File: config.mk
export PLATFORM = sky130hd
export DESIGN_NAME = mem_write_buffer_ctrl_flat
export DESIGN_NICKNAME = d
export VERILOG_FILES = /design/src/rtl/mem_write_buffer_ctrl_if.sv /design/src/rtl/mem_write_buffer_ctrl.sv /design/src/flat_wrapper.sv
export SDC_FILE = /design/constraint.sdc
export NUM_CORES = 1
export LEC_CHECK = 0
export ABC_AREA = 1
export CORE_UTILIZATION = 25
export DETAILED_ROUTE_END_ITERATION = 6
export PLACE_DENSITY_LB_ADDON = 0.2
export SYNTH_ARGS = -nofsm -noshare
export SYNTH_HDL_FRONTEND = slang
export SYNTH_SLANG_ARGS = --single-unit
export TNS_END_PERCENT = 5
File: constraint.sdc
create_clock -name clk -period 2.39 [get_ports clk]
set_input_delay 0.239 -clock clk [delete_from_list [all_inputs] [get_ports clk]]
set_output_delay 0.239 -clock clk [all_outputs]
set_load 0.05 [all_outputs]
File: src/rtl/mem_write_buffer_ctrl_if.sv
// mem_write_buffer_ctrl_if: cache-side request/response bus and SRAM port of the write-buffer controller
interface mem_write_buffer_ctrl_if;
    logic [15:0] memAddr;
    logic        memRead;
    logic        memWrite;
    logic [7:0]  wrData;
    logic [7:0]  dataOut;
    logic        validMemData;
    logic        wrFull;
    logic [15:0] sramAddr;
    logic [7:0]  sramWData;
    logic        sramWE;
    logic        sramRE;
    logic [7:0]  sramRData;
    modport master (
        output memAddr, memRead, memWrite, wrData, sramRData,
        input  dataOut, validMemData, wrFull, sramAddr, sramWData, sramWE, sramRE
    );
    modport slave (
        input  memAddr, memRead, memWrite, wrData, sramRData,
        output dataOut, validMemData, wrFull, sramAddr, sramWData, sramWE, sramRE
    );
endinterface

File: src/rtl/mem_write_buffer_ctrl.sv
// mem_write_buffer_ctrl: services cache block-fill reads from SRAM, posts write-through stores in a FIFO
// and forwards buffered bytes to reads that hit them.
module mem_write_buffer_ctrl #(
    parameter int DEPTH    = 4,
    parameter int READ_LAT = 2
) (
    input  logic                 clk,
    input  logic                 rst,
    mem_write_buffer_ctrl_if.slave bus
);
    localparam int PW = $clog2(DEPTH);
    localparam int CW = PW + 1;
    localparam int LW = $clog2(READ_LAT + 1);

    typedef enum logic [1:0] {IDLE, RD_WAIT, RD_DONE, FWD} state_t;

    state_t        state, nextState;
    logic [15:0]   addrQ [DEPTH];
    logic [7:0]    dataQ [DEPTH];
    logic [PW-1:0] rdPtr, wrPtr, idx;
    logic [CW-1:0] count;
    logic [LW-1:0] latCnt, nextLatCnt;
    logic [7:0]    rdByte, nextRdByte, hitByte;
    logic          push, pop, hit;

    assign bus.wrFull       = rst && count == CW'(DEPTH);
    assign push             = rst && bus.memWrite && !bus.wrFull;
    assign bus.validMemData = rst && (state == RD_DONE || state == FWD);
    assign bus.dataOut      = bus.validMemData ? rdByte : '0;

    // Oldest-to-youngest scan so the last match wins; a same-cycle write shares memAddr and is youngest of all.
    always_comb begin
        hit = 1'b0;
        hitByte = '0;
        idx = '0;
        for (int i = 0; i < DEPTH; i++) begin
            idx = rdPtr + PW'(i);
            if (CW'(i) < count && addrQ[idx] == bus.memAddr) begin
                hit = 1'b1;
                hitByte = dataQ[idx];
            end
        end
        if (push) begin
            hit = 1'b1;
            hitByte = bus.wrData;
        end
    end

    always_comb begin
        nextState = state;
        nextLatCnt = latCnt;
        nextRdByte = rdByte;
        pop = 1'b0;
        bus.sramRE = 1'b0;
        bus.sramWE = 1'b0;
        bus.sramAddr = '0;
        bus.sramWData = '0;
        if (rst) begin
            case (state)
                IDLE: begin
                    if (bus.memRead && hit) begin
                        nextState = FWD;
                        nextRdByte = hitByte;
                    end else if (bus.memRead) begin
                        bus.sramRE = 1'b1;
                        bus.sramAddr = bus.memAddr;
                        nextState = RD_WAIT;
                        nextLatCnt = LW'(READ_LAT - 1);
                    end else if (count != '0) begin
                        pop = 1'b1;
                        bus.sramWE = 1'b1;
                        bus.sramAddr = addrQ[rdPtr];
                        bus.sramWData = dataQ[rdPtr];
                    end
                end
                RD_WAIT: begin
                    nextState = latCnt == '0 ? RD_DONE : RD_WAIT;
                    nextRdByte = latCnt == '0 ? bus.sramRData : rdByte;
                    nextLatCnt = latCnt == '0 ? latCnt : latCnt - 1'b1;
                end
                default: nextState = IDLE;
            endcase
        end
    end

    always_ff @(posedge clk) begin
        if (!rst) begin
            state <= IDLE;
            rdPtr <= '0;
            wrPtr <= '0;
            count <= '0;
            latCnt <= '0;
            rdByte <= '0;
        end else begin
            state <= nextState;
            latCnt <= nextLatCnt;
            rdByte <= nextRdByte;
            rdPtr <= pop ? rdPtr + 1'b1 : rdPtr;
            wrPtr <= push ? wrPtr + 1'b1 : wrPtr;
            count <= count + CW'(push) - CW'(pop);
        end
    end

    always_ff @(posedge clk) begin
        if (push) begin
            addrQ[wrPtr] <= bus.memAddr;
            dataQ[wrPtr] <= bus.wrData;
        end
    end
endmodule

File: src/flat_wrapper.sv
// flat-port wrapper written by rule: the top's interface ports become plain ports
module mem_write_buffer_ctrl_flat 
#(
    parameter int DEPTH    = 4,
    parameter int READ_LAT = 2
)
  (clk, rst, bus_memAddr, bus_memRead, bus_memWrite, bus_wrData, bus_sramRData, bus_dataOut, bus_validMemData, bus_wrFull, bus_sramAddr, bus_sramWData, bus_sramWE, bus_sramRE);
  mem_write_buffer_ctrl_if bus_i ();
  input  logic clk;
  input  logic rst;
  input wire logic [$bits(bus_i.memAddr)-1:0] bus_memAddr;
  input wire logic [$bits(bus_i.memRead)-1:0] bus_memRead;
  input wire logic [$bits(bus_i.memWrite)-1:0] bus_memWrite;
  input wire logic [$bits(bus_i.wrData)-1:0] bus_wrData;
  input wire logic [$bits(bus_i.sramRData)-1:0] bus_sramRData;
  output wire logic [$bits(bus_i.dataOut)-1:0] bus_dataOut;
  output wire logic [$bits(bus_i.validMemData)-1:0] bus_validMemData;
  output wire logic [$bits(bus_i.wrFull)-1:0] bus_wrFull;
  output wire logic [$bits(bus_i.sramAddr)-1:0] bus_sramAddr;
  output wire logic [$bits(bus_i.sramWData)-1:0] bus_sramWData;
  output wire logic [$bits(bus_i.sramWE)-1:0] bus_sramWE;
  output wire logic [$bits(bus_i.sramRE)-1:0] bus_sramRE;
  assign bus_i.memAddr = bus_memAddr;
  assign bus_i.memRead = bus_memRead;
  assign bus_i.memWrite = bus_memWrite;
  assign bus_i.wrData = bus_wrData;
  assign bus_i.sramRData = bus_sramRData;
  assign bus_dataOut = bus_i.dataOut;
  assign bus_validMemData = bus_i.validMemData;
  assign bus_wrFull = bus_i.wrFull;
  assign bus_sramAddr = bus_i.sramAddr;
  assign bus_sramWData = bus_i.sramWData;
  assign bus_sramWE = bus_i.sramWE;
  assign bus_sramRE = bus_i.sramRE;
  mem_write_buffer_ctrl #(.DEPTH(DEPTH), .READ_LAT(READ_LAT)) u_core (.clk(clk), .rst(rst), .bus(bus_i));
endmodule
-- Word-level counts from Yosys, hierarchy flattened
Memories as Yosys holds them, arrays and structs flattened. A register that Yosys moved wholly into a read port is not among the register bits.
Cells that the tools add are included.
- flip-flop bits (word level): 19
- RAM bits: 96
- input port bits: 36
- output and inout port bits: 36
- word-level logic and storage cells: 96
- memories kept: 2
- $add $sub $neg: 7
- order comparisons: 4
- equality and inequality tests: 14
- mux-type cells: 46
- reduce and logical (&&, ||, !) cells: 17
- memory list (name ; depth ; bits a word ; read ports ; clocked after Yosys merged registers in ; wr ports ; line ; source):
    u_core.addrQ ; 4 ; 16 ; 4 ; 1 ; 1 ; mem_write_buffer_ctrl.sv:18 ; logic [15:0] addrQ [DEPTH];
    u_core.dataQ ; 4 ; 8 ; 4 ; 1 ; 1 ; mem_write_buffer_ctrl.sv:19 ; logic [7:0] dataQ [DEPTH];
- operators by type and width (kind ; count):
    8-bit two-way mux ; 13
    16-bit two-way mux ; 5
    16-bit equality test ; 4
    2-bit two-way mux ; 9
    1-bit two-way mux ; 16
    8-bit case mux with 2 select lines ; 1
    1-bit logical AND ; 9
    2-bit case mux with 2 select lines ; 2
    1-bit by 3-bit < comparator with 1-bit output, first input constant ; 2
    2-bit by 3-bit < comparator with 1-bit output, first input constant ; 2
    2-bit inequality test, second input constant ; 3
    2-bit by 1-bit adder with 2-bit output, second input constant ; 2
    2-bit adder, second input constant ; 2
    2-bit equality test, second input constant ; 2
    2-bit logical NOT ; 2
    2-bit by 1-bit inequality test with 1-bit output, second input constant ; 2
    4-bit AND reduction ; 1
    3-bit by 1-bit adder with 3-bit output ; 1
    3-bit equality test, second input constant ; 1
    3-bit by 2-bit inequality test with 1-bit output, second input constant ; 1
    3-bit AND reduction ; 1
    3-bit nonzero test ; 1
    3-bit by 1-bit subtractor with 3-bit output ; 1
    2-bit by 1-bit equality test with 1-bit output, second input constant ; 1
    4 further kinds ; 4

-- Logic depth before layout (Yosys ltp)
Gate-level depths: netlist (run 1).
An unclocked memory read counts as a cell.
- word-level depth: 14
- gate-level depth with buffers: 23
- depth with buffers taken out: 21

-- Worst setup path after synthesis (run 1)
OpenSTA, ideal clock, no wires.
- path kind: reg2out
- from: register u_core.rdPtr[0]
- to: output bus_sramAddr[10]
- arrival: 2.700 ns
- required time: 2.151 ns
- setup slack: -0.549 ns
- cell stages (with the launch flop): 17
- path buffers: 3
- cells stage by stage: dfxtp_1 > buf_4 > buf_6 > nand2_1 > nand2_1 > nand2_1 > o21ai_0 > or2_2 > and3_1 > nand3_1 > nor2_1 > nor2_1 > nand2_1 > inv_1 > nand3_2 > buf_4 > o22ai_1
- word-level cells in the longest chain between the ends: 12
- elaborated cells between the ends (all ways): 18
- those cells by class: add/sub: 3; eq/ne: 3; mux: 7; reduce/logical: 4; memory: 1
- ends and longest elaborated chain (element ; line ; source):
    start: declaration ; mem_write_buffer_ctrl.sv:20 ; logic [PW-1:0] rdPtr, wrPtr, idx;
    start signal: assignment ; mem_write_buffer_ctrl.sv:98 ; rdPtr <= pop ? rdPtr + 1'b1 : rdPtr;
    2-bit by 1-bit adder with 2-bit output ; mem_write_buffer_ctrl.sv:37 ; idx = rdPtr + PW'(i);
    memory 4 x 16 bit * ; - ;
    16-bit equality test ; mem_write_buffer_ctrl.sv:38 ; if (CW'(i) < count && addrQ[idx] == bus.memAddr) begin
    1-bit logical AND ; mem_write_buffer_ctrl.sv:38 ;
    1-bit two-way mux (2 in a row) ; mem_write_buffer_ctrl.sv:38 ;
    1-bit two-way mux * ; mem_write_buffer_ctrl.sv:38 ;
    1-bit two-way mux * ; mem_write_buffer_ctrl.sv:43 ; if (push) begin
    1-bit logical AND * ; mem_write_buffer_ctrl.sv:61 ; if (bus.memRead && hit) begin
    16-bit two-way mux * ; mem_write_buffer_ctrl.sv:61 ;
    16-bit two-way mux * ; mem_write_buffer_ctrl.sv:59 ; case (state)
    16-bit two-way mux * ; mem_write_buffer_ctrl.sv:58 ; if (rst) begin
    end: declaration ; flat_wrapper.sv:19 ; output wire logic [$bits(bus_i.sramAddr)-1:0] bus_sramAddr;
Every way passes the cells marked *; elsewhere a longest branch is shown, timed or not.

-- Worst setup path after layout (run 1)
- from: register u_core.rdPtr[0]
- to: output bus_sramAddr[13]
The elaborated chain is that of the path after synthesis.

==> results of run 1 <==
area by class of cell:
class	instances	area, um2
Inverter	133	520
Multi-Input combinational cell	990	4940
Tap cell	448	561
Clock inverter	14	123
Sequential cell	117	3320
Timing Repair Buffer	320	3310
Fill cell	3404	20200
Clock buffer	18	450
worst reg2reg max path, delay by kind of cell, from the launching register on:
family          cells  cell delay, ns
simple gates       12            1.22
buf+inv             9            1.18
compound gates      2            0.22
flops               1            0.38
path summary, 6_finish.rpt:
kind,start,end,cells after the start
setup / recovery,u_core.rdPtr[0]$_SDFFE_PN0P_,bus_sramAddr[13],18
hold / removal,u_core.state[0]$_SDFFE_PN0P_,u_core.state[0]$_SDFFE_PN0P_,1
setup reg to reg,u_core.rdPtr[0]$_SDFFE_PN0P_,u_core.rdByte[3]$_SDFFE_PN0P_,23
hold reg to reg,u_core.state[0]$_SDFFE_PN0P_,u_core.state[0]$_SDFFE_PN0P_,1
timing repair:
item                                    4_1_cts  5_1_grt
gates resized for setup                      69       63
endpoints found under the setup margin       28       30
pin swaps                                    25       25
gates cloned                                  4        4
setup buffers                                29       10
through the flow:
step           cell area (um2)  instances  power, mW  utilization
5_1_grt                  13200       2040       9.57        0.395
4_1_cts                  12900       2027       8.85        0.384
6_report                 13200       2040       9.04        0.395
3_3_place_gp             11700       1962       5.96        0.349
3_5_place_dp             11700       1962       5.98        0.349
2_1_floorplan             8800       1296       4.51            -
sequential cells by signal, indices dropped and copies added (netlist names), named ones only:
| name | cells |
|---|---|
| u_core.addrQ | 64 |
| u_core.dataQ | 32 |
| u_core.rdByte | 8 |
| u_core.count | 3 |
| u_core.wrPtr | 2 |
| u_core.latCnt | 2 |
| u_core.state | 2 |
| u_core.rdPtr | 2 |
power by group:
group          internal, mW  total [mW]  switching [mW]  leakage, nW
clock                  1.44        2.58            1.14        0.289
combinational          1.75        4.05            2.30         4.76
sequential             2.33        2.41          0.0820         1.05
layout by cell type, fill, tap and decap left out, types with 9 or more instances in the layout:
| cell | n |
|---|---|
| a21oi_1 | 43 |
| buf_12 | 46 |
| buf_4 | 210 |
| buf_6 | 18 |
| clkbuf_16 | 22 |
| clkdlybuf4s50_1 | 35 |
| dfxtp_1 | 17 |
| edfxtp_1 | 96 |
| ha_1 | 9 |
| inv_1 | 122 |
| nand2_1 | 516 |
| nand2_2 | 30 |
| nand3_1 | 81 |
| nor2_1 | 104 |
| nor2_2 | 9 |
| o21ai_0 | 72 |
| o21ai_1 | 13 |
| o21ai_2 | 10 |
| o22ai_4 | 9 |
metal layers:
metal	part of all wire	track usage	up-vias	routed length, um
li1	-	-	4762	-
met1	0.44	0.245	4352	14700
met2	0.48	0.336	281	15900
met3	0.044	0.0293	60	1440
met4	0.028	0.0725	0	932
met5	0	0	-	0
kinds of logic after synthesis:
| group | count (synthesis) | share of synthesized area |
|---|---|---|
| flops | 117 | 0.390 |
| compound gates | 185 | 0.119 |
| xor+xnor | 12 | 0.0124 |
| fa+ha+maj | 10 | 0.0157 |
| buf+inv | 189 | 0.0921 |
| mux | 1 | 0.00118 |
| simple gates | 782 | 0.370 |
==> results by group, run 1 <==
Floorplanning
  • Die Width: 186 um
  • Area of the die: 34600 um2
  • Top Ports: 72
  • Core Area: 33400 um2
  • Initial Util: 0.253
  • Row count: 67
  • Die H: 186 um

Pwr
  • Max VDD drop: 0.468 mV
  • Pwr Density: 684 nW/um2
  • Pleak: 6.10 nW

Timing
  • Tightest Pin Transition: 0.337 ns
  • Setup TNS: -19.86 ns
  • RSZ-0062 raised after global routing: yes
  • Slew HR: 0.775
  • Setup violators final: 28
  • Worst hold margin: 0.458 ns
  • Clock skew: 0.0130 ns
  • Max Freq: 314 MHz
  • Final Hold Fails: 0
  • Max-slew violations: 0
  • Tmin final: 3.18 ns
  • Period utilisation layout: 1.33
  • Setup WS post-layout: -0.790 ns

Global routing
  • Total GRT Usage: 0.195
  • Vias in the first global route: 9235
  • Initial antenna violation count: 0
  • Total gr overflow: 0
  • First-pass GRT wire length: 50400 um
  • Largest net degree at the start of global routing: 28

Clock network
  • CTS tree: built
  • Post-CTS Hold Buffers: 0
  • CTS Buffer Depth: 2
  • Clock Tree Root: clkbuf_16
  • Clock Sinks: 117
  • # H-tree levels: 4
  • Reg clk slew, reported paths: 0.07 ns
  • Total CTS buffers: 17
  • Worst-Skew Late Latency: 0.43 ns

Finish
  • Ant diodes: 0
  • Share of cells above drive strength 1: 0.275
  • Nets@finish: 1625
  • Area growth syn-to-layout: 55.9%

Drt
  • Via density: 4.63
  • DRC: 2
  • WL final: 33000 um
  • Routed Antenna Nets: 0
  • Via count: 9455
  • DRT iter0 DRCs: 677
  • Routed len/inst: 16.2 um
  • First-pass DRT Iterations: 7

Critical path
  • Max incr delay on CP: 0.38 ns
  • Slowest CP cell: dfxtp_4
  • Worst R2R Setup Slack: -0.67 ns
  • Critical path class: reg2out
  • Top cell by count, worst path: buf_12
  • Cell family with most CP delay: simple AND/OR/NAND/NOR gates
  • CP cell instances: buf_6 > nand2_4 > nand2_8 > buf_12 > nand2_1 > o21ai_1 > or2_1 > and3_1 > nand3_2 > nor2_2 > nor2_1 > nand2_1 > inv_2 > nand3_4 > buf_12 > buf_4 > o22ai_4 > buf_12
  • Crit path capture type: output pin
  • Worst Path Max Fanout: 7
  • CP bufs+invs: 6
  • Worst Path Arrival: 2.94 ns
  • WP data required: 2.15 ns
  • Worst setup SP type: flip-flop

Yosys
  • Netlist Area Pre-Place: 8470 um2
  • Post-Synthesis Cells: 1296
  • Number of synthesized flops with an enable pin: 96
  • Sequential share of the synthesized area: 0.390
  • Most instantiated library cell after synthesis: nand2_1
  • Top FF cell, synth: edfxtp_1
  • Syn Area/Cell: 6.54 um2
  • Synth Warn #: 0
  • Fraction of registers with async set/reset: 0
  • Dominant cell type by area after synthesis: edfxtp_1
  • Top post-synthesis cells by area: edfxtp_1 (34%), nand2_1 (24%), inv_1 (5.6%), o21ai_0 (5.3%), nor2_1 (5.1%)
  • FF+latch count, synth: 117
  • Synth unique cells: 41
  • Mapped Nets: 1342
  • Commonest cells post-synth: nand2_1 (550), inv_1 (127), nor2_1 (116), edfxtp_1 (96), o21ai_0 (90)
  • Yosys top cell area share: 0.340

Placement
  • GP Congestion: 0.896
  • PortBufs: 71
  • Hpwl dp: 23700 um
  • Pre-CTS WS: -0.544 ns

Outcome
  • Failing checks: DRC, setup timing
  • Status: finished with violations

Job
  • MaxCap Viol Count: 0

Worst hold path
  • Hold WC Path Type: reg2reg
(Power assumes the default switching activity.)
==> run 2, diff against run 1 <==
==> constraint.sdc (replaced) <==
create_clock -name clk -period 2.95 [get_ports clk]
set_input_delay 0.295 -clock clk [delete_from_list [all_inputs] [get_ports clk]]
set_output_delay 0.295 -clock clk [all_outputs]
set_load 0.05 [all_outputs]
==> run 2 against run 1 <==
Net effect:
- the run ends with setup timing left
- count of clock-buffer cells in the layout increased by 2
- clock power decreased by 20%
- routed wire length increased by 0.26%
- sequential share of layout area increased by 2.5 points
- critical path depth increased by 1
- cell area decreased by 9.2%
- combinational power decreased by 25%
- global-route usage decreased by 0.68 points
==> results by group, run 2 (synthesis results as in run 1) <==
Outcome
  • Status: finished with violations (unchanged)
  • Failing checks: setup timing (was DRC, setup timing)

Pwr
  • Clk pwr share: 0.293 (was 0.285)
  • Switching power: 2.73 mW (was 3.53 mW)
  • Pwr Density: 589 nW/um2 (was 684 nW/um2)
  • P_int: 4.34 mW (was 5.51 mW)
  • Max VDD drop: 0.428 mV (was 0.468 mV)
  • Net Sw Frac: 0.386 (was 0.390)
  • Final Power: 7.07 mW (was 9.04 mW)
  • Gate power share: 0.432 (was 0.448)
  • Pleak: 5.50 nW (was 6.10 nW)
  • Sequential power share: 0.276 (was 0.267)

Finish
  • Max FFs per register: 64 (unchanged)
  • Share of cells above drive strength 1: 0.180 (was 0.275)
  • Area growth syn-to-layout: 41.6% (was 55.9%)
  • Reg area: 3310 um2 (was 3320 um2)
  • Regs by FF count: u_core.addrQ x64, u_core.dataQ x32, u_core.rdByte x8 (unchanged)
  • Commonest non-fill, non-tap cells in the layout: nand2_1 (542), inv_1 (125), nor2_1 (105) (was nand2_1 (516), buf_4 (210), inv_1 (122))
  • # fillers: 3457 (was 3404)
  • Biggest register: u_core.addrQ (unchanged)
  • Area of the multi-input gates: 4710 um2 (was 4940 um2)
  • Non-Filler Instances: 1917 (was 2040)
  • Ant diodes: 0 (unchanged)
  • Final core utilization: 0.359 (was 0.395)
  • Commonest non-fill, non-tap cell in the layout: nand2_1 (unchanged)
  • Nets@finish: 1502 (was 1625)

Drt
  • First-pass DRT Iterations: 6 (was 7)
  • Via count: 9136 (was 9455)
  • DRC: 0 (was 2)
  • DRT iter0 DRCs: 733 (was 677)
  • Routed len/inst: 17.2 um (was 16.2 um)
  • Via density: 4.77 (was 4.63)
  • Routed Antenna Nets: 0 (unchanged)
  • WL final: 33000 um (about the same)

Timing
  • Setup WS post-layout: -0.369 ns (was -0.790 ns)
  • Clock skew: 0.0119 ns (was 0.0130 ns)
  • RSZ-0062 raised after global routing: yes (unchanged)
  • Max Freq: 301 MHz
  • Setup violators final: 18 (was 28)
  • Slew HR: 0.587 (was 0.775)
  • Period utilisation layout: 1.13
  • Max-slew violations: 0 (unchanged)
  • Tightest Pin Transition: 0.620 ns (was 0.337 ns)
  • Final Hold Fails: 0 (unchanged)
  • Tmin final: 3.32 ns

Critical path
  • CP cell instances: buf_12 > inv_12 > nand2_2 > nand2_4 > buf_12 > nand2_1 > nand2_1 > xor2_1 > nand2_1 > nor2_1 > nand3_1 > nor2_2 > nor2_1 > nand2_1 > inv_2 > nand3_4 > clkbuf_16 > o22ai_4 > buf_12 (was buf_6 > nand2_4 > nand2_8 > buf_12 > nand2_1 > o21ai_1 > or2_1 > and3_1 > nand3_2 > nor2_2 > nor2_1 > nand2_1 > inv_2 > nand3_4 > buf_12 > buf_4 > o22ai_4 > buf_12)
  • Max incr delay on CP: 0.35 ns (was 0.38 ns)
  • Worst setup SP type: flip-flop (unchanged)
  • CP bufs+invs: 6 (unchanged)
  • Top cell by count, worst path: nand2_1 (was buf_12)
  • Crit path capture type: output pin (unchanged)
  • Worst Path Arrival: 3.02 ns (was 2.94 ns)
  • Slowest CP cell: dfxtp_4 (unchanged)
  • Cell family with most CP delay: simple AND/OR/NAND/NOR gates (unchanged)
  • Critical path class: reg2out (unchanged)
  • WP data required: 2.65 ns (was 2.15 ns)
  • Worst Path Max Fanout: 10 (was 7)

Clock network
  • Worst-Skew Late Latency: 0.43 ns (about the same)
  • CTS Buffer Depth: 2 (unchanged)
  • CTS tree: built (unchanged)
  • Total CTS buffers: 17 (unchanged)
  • Clock Sinks: 117 (unchanged)
  • Reg clk slew, reported paths: 0.07 ns (about the same)
  • # H-tree levels: 4 (unchanged)
  • Clock Tree Root: clkbuf_16 (unchanged)

Floorplanning
  • Die H: 186 um (unchanged)
  • Top Ports: 72 (unchanged)
  • Initial Util: 0.253 (unchanged)
  • Core Area: 33400 um2 (unchanged)
  • Die Width: 186 um (unchanged)
  • Area of the die: 34600 um2 (unchanged)
  • Row count: 67 (unchanged)

Job
  • MaxCap Viol Count: 0 (unchanged)

Worst hold path
  • Hold WC Path Type: reg2reg (unchanged)

Global routing
  • Initial antenna violation count: 0 (unchanged)
  • First-pass GRT wire length: 48700 um (was 50400 um)
  • Vias in the first global route: 8614 (was 9235)
  • Total GRT Usage: 0.188 (was 0.195)
  • Total gr overflow: 0 (unchanged)
  • Largest net degree at the start of global routing: 30 (was 28)

Placement
  • GP Congestion: 0.869 (was 0.896)
  • Hpwl dp: 22700 um (was 23700 um)
  • PortBufs: 71 (unchanged)
  • Placed Cells: 1849 (was 1962)
-- run 2: worst paths after layout --
path / from / end / slack [ns] / depth (start not counted)
worst max register to register: u_core.rdPtr[0]$_SDFFE_PN0P_ / u_core.rdByte[7]$_SDFFE_PN0P_ / -0.25 / 24
worst min-delay path: u_core.state[0]$_SDFFE_PN0P_ / u_core.state[0]$_SDFFE_PN0P_ / 0.46 / 1
worst min register to register: u_core.state[0]$_SDFFE_PN0P_ / u_core.state[0]$_SDFFE_PN0P_ / 0.46 / 1
worst max-delay path: u_core.rdPtr[0]$_SDFFE_PN0P_ / bus_sramAddr[6] / -0.37 / 19
-- run 2: metrics by stage --
| stage | setup TNS (ns) | instance area, um2 | hold WS, ns | setup WS (ns) |
|---|---|---|---|---|
| 4_1_cts | -5.05 | 11400 | 0.459 | -0.316 |
| 5_1_grt | -8.21 | 12000 | 0.488 | -0.491 |
| 3_3_place_gp | 0 | 10500 | 0.439 | 0.0332 |
| 3_5_place_dp | -0.806 | 10500 | 0.451 | -0.0579 |
| 6_report | -6.08 | 12000 | 0.460 | -0.369 |
| 2_1_floorplan | -0.408 | 8470 | 0.394 | -0.0453 |
-- run 2: layout make-up --
| type | instances | area share |
|---|---|---|
| Clock buffer | 20 | 0.0408 |
| Clock inverter | 12 | 0.00740 |
| Inverter | 133 | 0.0434 |
| Multi-Input combinational cell | 990 | 0.393 |
| Sequential cell | 117 | 0.276 |
| Tap cell | 448 | 0.0467 |
| Timing Repair Buffer | 197 | 0.193 |
-- run 2: layer usage --
layer | global-route usage | routed length, um | vias to the layer above
met3 | 0.0250 | 1590 | 59
li1 | - | - | 4508
met5 | 0 | 0 | -
met1 | 0.242 | 14700 | 4278
met4 | 0.0721 | 1080 | 0
met2 | 0.319 | 15700 | 291
-- run 2: power by group through the flow --
stage          Sequential [mW]  Clock, mW  Combinational, mW
6_report                  1.95       2.07               3.05
5_1_grt                   1.96       2.16               3.33
4_1_cts                   1.95       2.10               2.69
3_5_place_dp              1.98          0               2.53
3_3_place_gp              1.98          0               2.53
2_1_floorplan             1.96          0               1.55
-- run 2: what timing repair did --
action / in CTS / in global routing
gates resized for setup: 36 / 77
gates cloned: 1 / 10
hold buffers: 0 / 0
endpoints found under the setup margin: 17 / 18
buffers inserted: 11 / 14
pin swaps: 0 / 16
==> run 3, diff against run 2 <==
--- a/config.mk
+++ b/config.mk
@@ -6,7 +6,7 @@
 export NUM_CORES = 1
 export LEC_CHECK = 0
 export ABC_AREA = 1
-export CORE_UTILIZATION = 25
+export CORE_UTILIZATION = 30
 export DETAILED_ROUTE_END_ITERATION = 6
 export PLACE_DENSITY_LB_ADDON = 0.2
 export SYNTH_ARGS = -nofsm -noshare
==> run 3 against run 2 <==
Net effect:
- register-to-register slack improved by 0.02 ns
- count of clock-buffer cells in the layout shrank 1
- power down 1.8%
- critical path type unchanged
- the flow still finishes with violations (setup timing)
- routed wire length down 7.7%
- highest routed layer unchanged
- sequential share of layout area up 0.38 points
- worst hold slack worse by 0.014 ns
==> results by group, run 3 (synthesis results as in run 1) <==
Floorplanning
  • Core Area: 27800 um2 (was 33400 um2)
  • Die Width: 170 um (was 186 um)
  • Die H: 170 um (was 186 um)
  • Top Ports: 72 (unchanged)
  • Initial Util: 0.305 (was 0.253)
  • Row count: 61 (was 67)
  • Area of the die: 28900 um2 (was 34600 um2)

Drt
  • First-pass DRT Iterations: 7 (was 6)
  • DRC: 0 (unchanged)
  • WL final: 30500 um (was 33000 um)
  • Routed Antenna Nets: 0 (unchanged)
  • DRT iter0 DRCs: 647 (was 733)
  • Via count: 8980 (was 9136)
  • Via density: 4.87 (was 4.77)
  • Routed len/inst: 16.5 um (was 17.2 um)

Finish
  • Non-Filler Instances: 1843 (was 1917)
  • Nets@finish: 1498 (was 1502)
  • Max FFs per register: 64 (unchanged)
  • Regs by FF count: u_core.addrQ x64, u_core.dataQ x32, u_core.rdByte x8 (unchanged)
  • Area growth syn-to-layout: 39.9% (was 41.6%)
  • Ant diodes: 0 (unchanged)
  • Commonest non-fill, non-tap cell in the layout: nand2_1 (unchanged)
  • Biggest register: u_core.addrQ (unchanged)
  • Commonest non-fill, non-tap cells in the layout: nand2_1 (535), inv_1 (125), nor2_1 (102) (was nand2_1 (542), inv_1 (125), nor2_1 (105))
  • Share of cells above drive strength 1: 0.186 (was 0.180)

Global routing
  • Largest net degree at the start of global routing: 39 (was 30)
  • Initial antenna violation count: 0 (unchanged)
  • First-pass GRT wire length: 47300 um (was 48700 um)
  • Vias in the first global route: 8574 (was 8614)
  • Total gr overflow: 0 (unchanged)
  • Total GRT Usage: 0.218 (was 0.188)

Placement
  • Placed Cells: 1783 (was 1849)
  • PortBufs: 71 (unchanged)
  • Hpwl dp: 21400 um (was 22700 um)
  • Pre-CTS WS: 0.00533 ns (was -0.0579 ns)
  • GP Congestion: 0.870 (was 0.869)

Critical path
  • Worst Path Max Fanout: 10 (unchanged)
  • Critical path class: reg2out (unchanged)
  • Worst setup SP type: flip-flop (unchanged)
  • Worst R2R Setup Slack: -0.23 ns (was -0.25 ns)
  • WP data required: 2.65 ns (about the same)
  • Worst R2R Start: u_core.rdPtr[0]$_SDFFE_PN0P_ (unchanged)
  • R2R Path End: u_core.rdByte[0]$_SDFFE_PN0P_ (was u_core.rdByte[7]$_SDFFE_PN0P_)
  • Crit path capture type: output pin (unchanged)
  • Reg2Reg Depth: 27 (was 24)
  • Worst Path Arrival: 2.96 ns (was 3.02 ns)

Timing
  • Worst hold margin: 0.446 ns (was 0.460 ns)
  • Clock skew: 0.0114 ns (was 0.0119 ns)
  • Max-slew violations: 0 (unchanged)
  • Tightest Pin Transition: 0.681 ns (was 0.620 ns)
  • Tmin final: 3.25 ns (was 3.32 ns)
  • Period utilisation layout: 1.10 (was 1.13)
  • Setup violators final: 28 (was 18)
  • Slew HR: 0.546 (was 0.587)
  • Setup TNS: -6.95 ns (was -6.08 ns)
  • Max Freq: 307 MHz (was 301 MHz)
  • Setup WS post-layout: -0.304 ns (was -0.369 ns)
  • RSZ-0062 raised after global routing: yes (unchanged)
  • Final Hold Fails: 0 (unchanged)

Clock network
  • Worst-Skew Late Latency: 0.43 ns (about the same)
  • Total CTS buffers: 17 (unchanged)
  • Clock Tree Root: clkbuf_16 (unchanged)
  • # H-tree levels: 4 (unchanged)
  • Reg clk slew, reported paths: 0.06 ns (was 0.07 ns)
  • CTS tree: built (unchanged)
  • CTS Buffer Depth: 2 (unchanged)
  • Clock Sinks: 117 (unchanged)

Worst hold path
  • Hold path start: u_core.state[0]$_SDFFE_PN0P_ (unchanged)
  • WHS Path Cells: 1 (unchanged)
  • Endpoint, Worst Hold: u_core.state[0]$_SDFFE_PN0P_ (unchanged)
  • Hold WC Path Type: reg2reg (unchanged)

Job
  • MaxCap Viol Count: 0 (unchanged)

Pwr
  • Max VDD drop: 0.419 mV (was 0.428 mV)
  • Pwr Density: 586 nW/um2 (was 589 nW/um2)
  • Pleak: 5.45 nW (was 5.50 nW)

Outcome
  • Status: finished with violations (unchanged)
  • Failing checks: setup timing (unchanged)
==> run 3: cell types whose count changed in the layout (fill, tap and decap cells not counted), moves of 5 or more <==
cell       before  now
buf_6           6   12
buf_4         101   96
nor2_2          9   14
nand2_2         8   16
o22ai_4         7   12
nand2_1       542  535
o22ai_2         9    4
clkbuf_16      29   19
o21ai_2        10    5
==> run 3: metrics by stage <==
stage | cell area (um2) | utilization | total power [mW]
after floorplan | 8470 | - | 3.52
after global placement | 10400 | 0.375 | 4.48
final | 11900 | 0.427 | 6.94
after detailed placement | 10400 | 0.375 | 4.49
after global routing | 11900 | 0.427 | 7.34
after CTS | 11700 | 0.421 | 6.89
==> run 3: worst max-delay path by stage <==
stage,start,to,slack (ns)
floorplan,u_core.rdPtr[0]$_SDFFE_PN0P_,bus_sramAddr[10],-0.05
global placement,u_core.rdPtr[0]$_SDFFE_PN0P_,bus_sramAddr[10],0.12
detailed placement,u_core.rdPtr[0]$_SDFFE_PN0P_,bus_sramAddr[12],0.005
CTS,u_core.rdPtr[0]$_SDFFE_PN0P_,bus_sramAddr[13],-0.30
global route,u_core.rdPtr[0]$_SDFFE_PN0P_,bus_sramAddr[13],-0.41
finish,u_core.rdPtr[0]$_SDFFE_PN0P_,bus_sramAddr[5],-0.30
==> run 3: report_power, final <==
group | switching, mW | total, mW | internal (mW)
Clock | 0.863 | 2.12 | 1.26
Combinational | 1.73 | 2.86 | 1.13
Sequential | 0.0720 | 1.96 | 1.89
Total | 2.67 | 6.94 | 4.28
==> run 3: layer usage <==
metal / share of wire / track usage / up-vias
li1: - / - / 4505
met1: 0.43 / 0.274 / 4115
met2: 0.49 / 0.375 / 307
met3: 0.049 / 0.0249 / 53
met4: 0.030 / 0.0979 / 0
met5: 0 / 0 / -
==> run 3: layout make-up <==
| type | count | area, um2 |
|---|---|---|
| Timing Repair Buffer | 193 | 2210 |
| Tap cell | 378 | 473 |
| Clock inverter | 13 | 129 |
| Sequential cell | 117 | 3310 |
| Clock buffer | 19 | 464 |
| Multi-Input combinational cell | 990 | 4750 |
| Inverter | 133 | 509 |
| Fill cell | 2855 | 15900 |
==> run 3: worst max-delay path: stages, from the launching register on <==
cell and delay [ns]:
dfxtp_4 0.46, buf_12 0.16, buf_16 0.14, nand2_1 0.05, o21ai_1 0.09, nand2_1 0.10
nand2_1 0.08, nand2_1 0.05, nand2_1 0.07, nor2_1 0.04, nand2_1 0.10, nor2_2 0.05
nand3_2 0.08, nand2_1 0.07, nor2_2 0.13, nand2_1 0.09, inv_2 0.08, nand3_4 0.15
buf_16 0.21, o22ai_2 0.15, buf_12 0.17
==> run 3: what timing repair did <==
| item | in CTS | in global routing |
|---|---|---|
| hold buffers | 0 | 0 |
| endpoints found under the setup margin | 17 | 28 |
| gates cloned | 5 | 1 |
| pin swaps | 10 | 10 |
| buffers inserted | 21 | 1 |
| gates resized for setup | 88 | 41 |
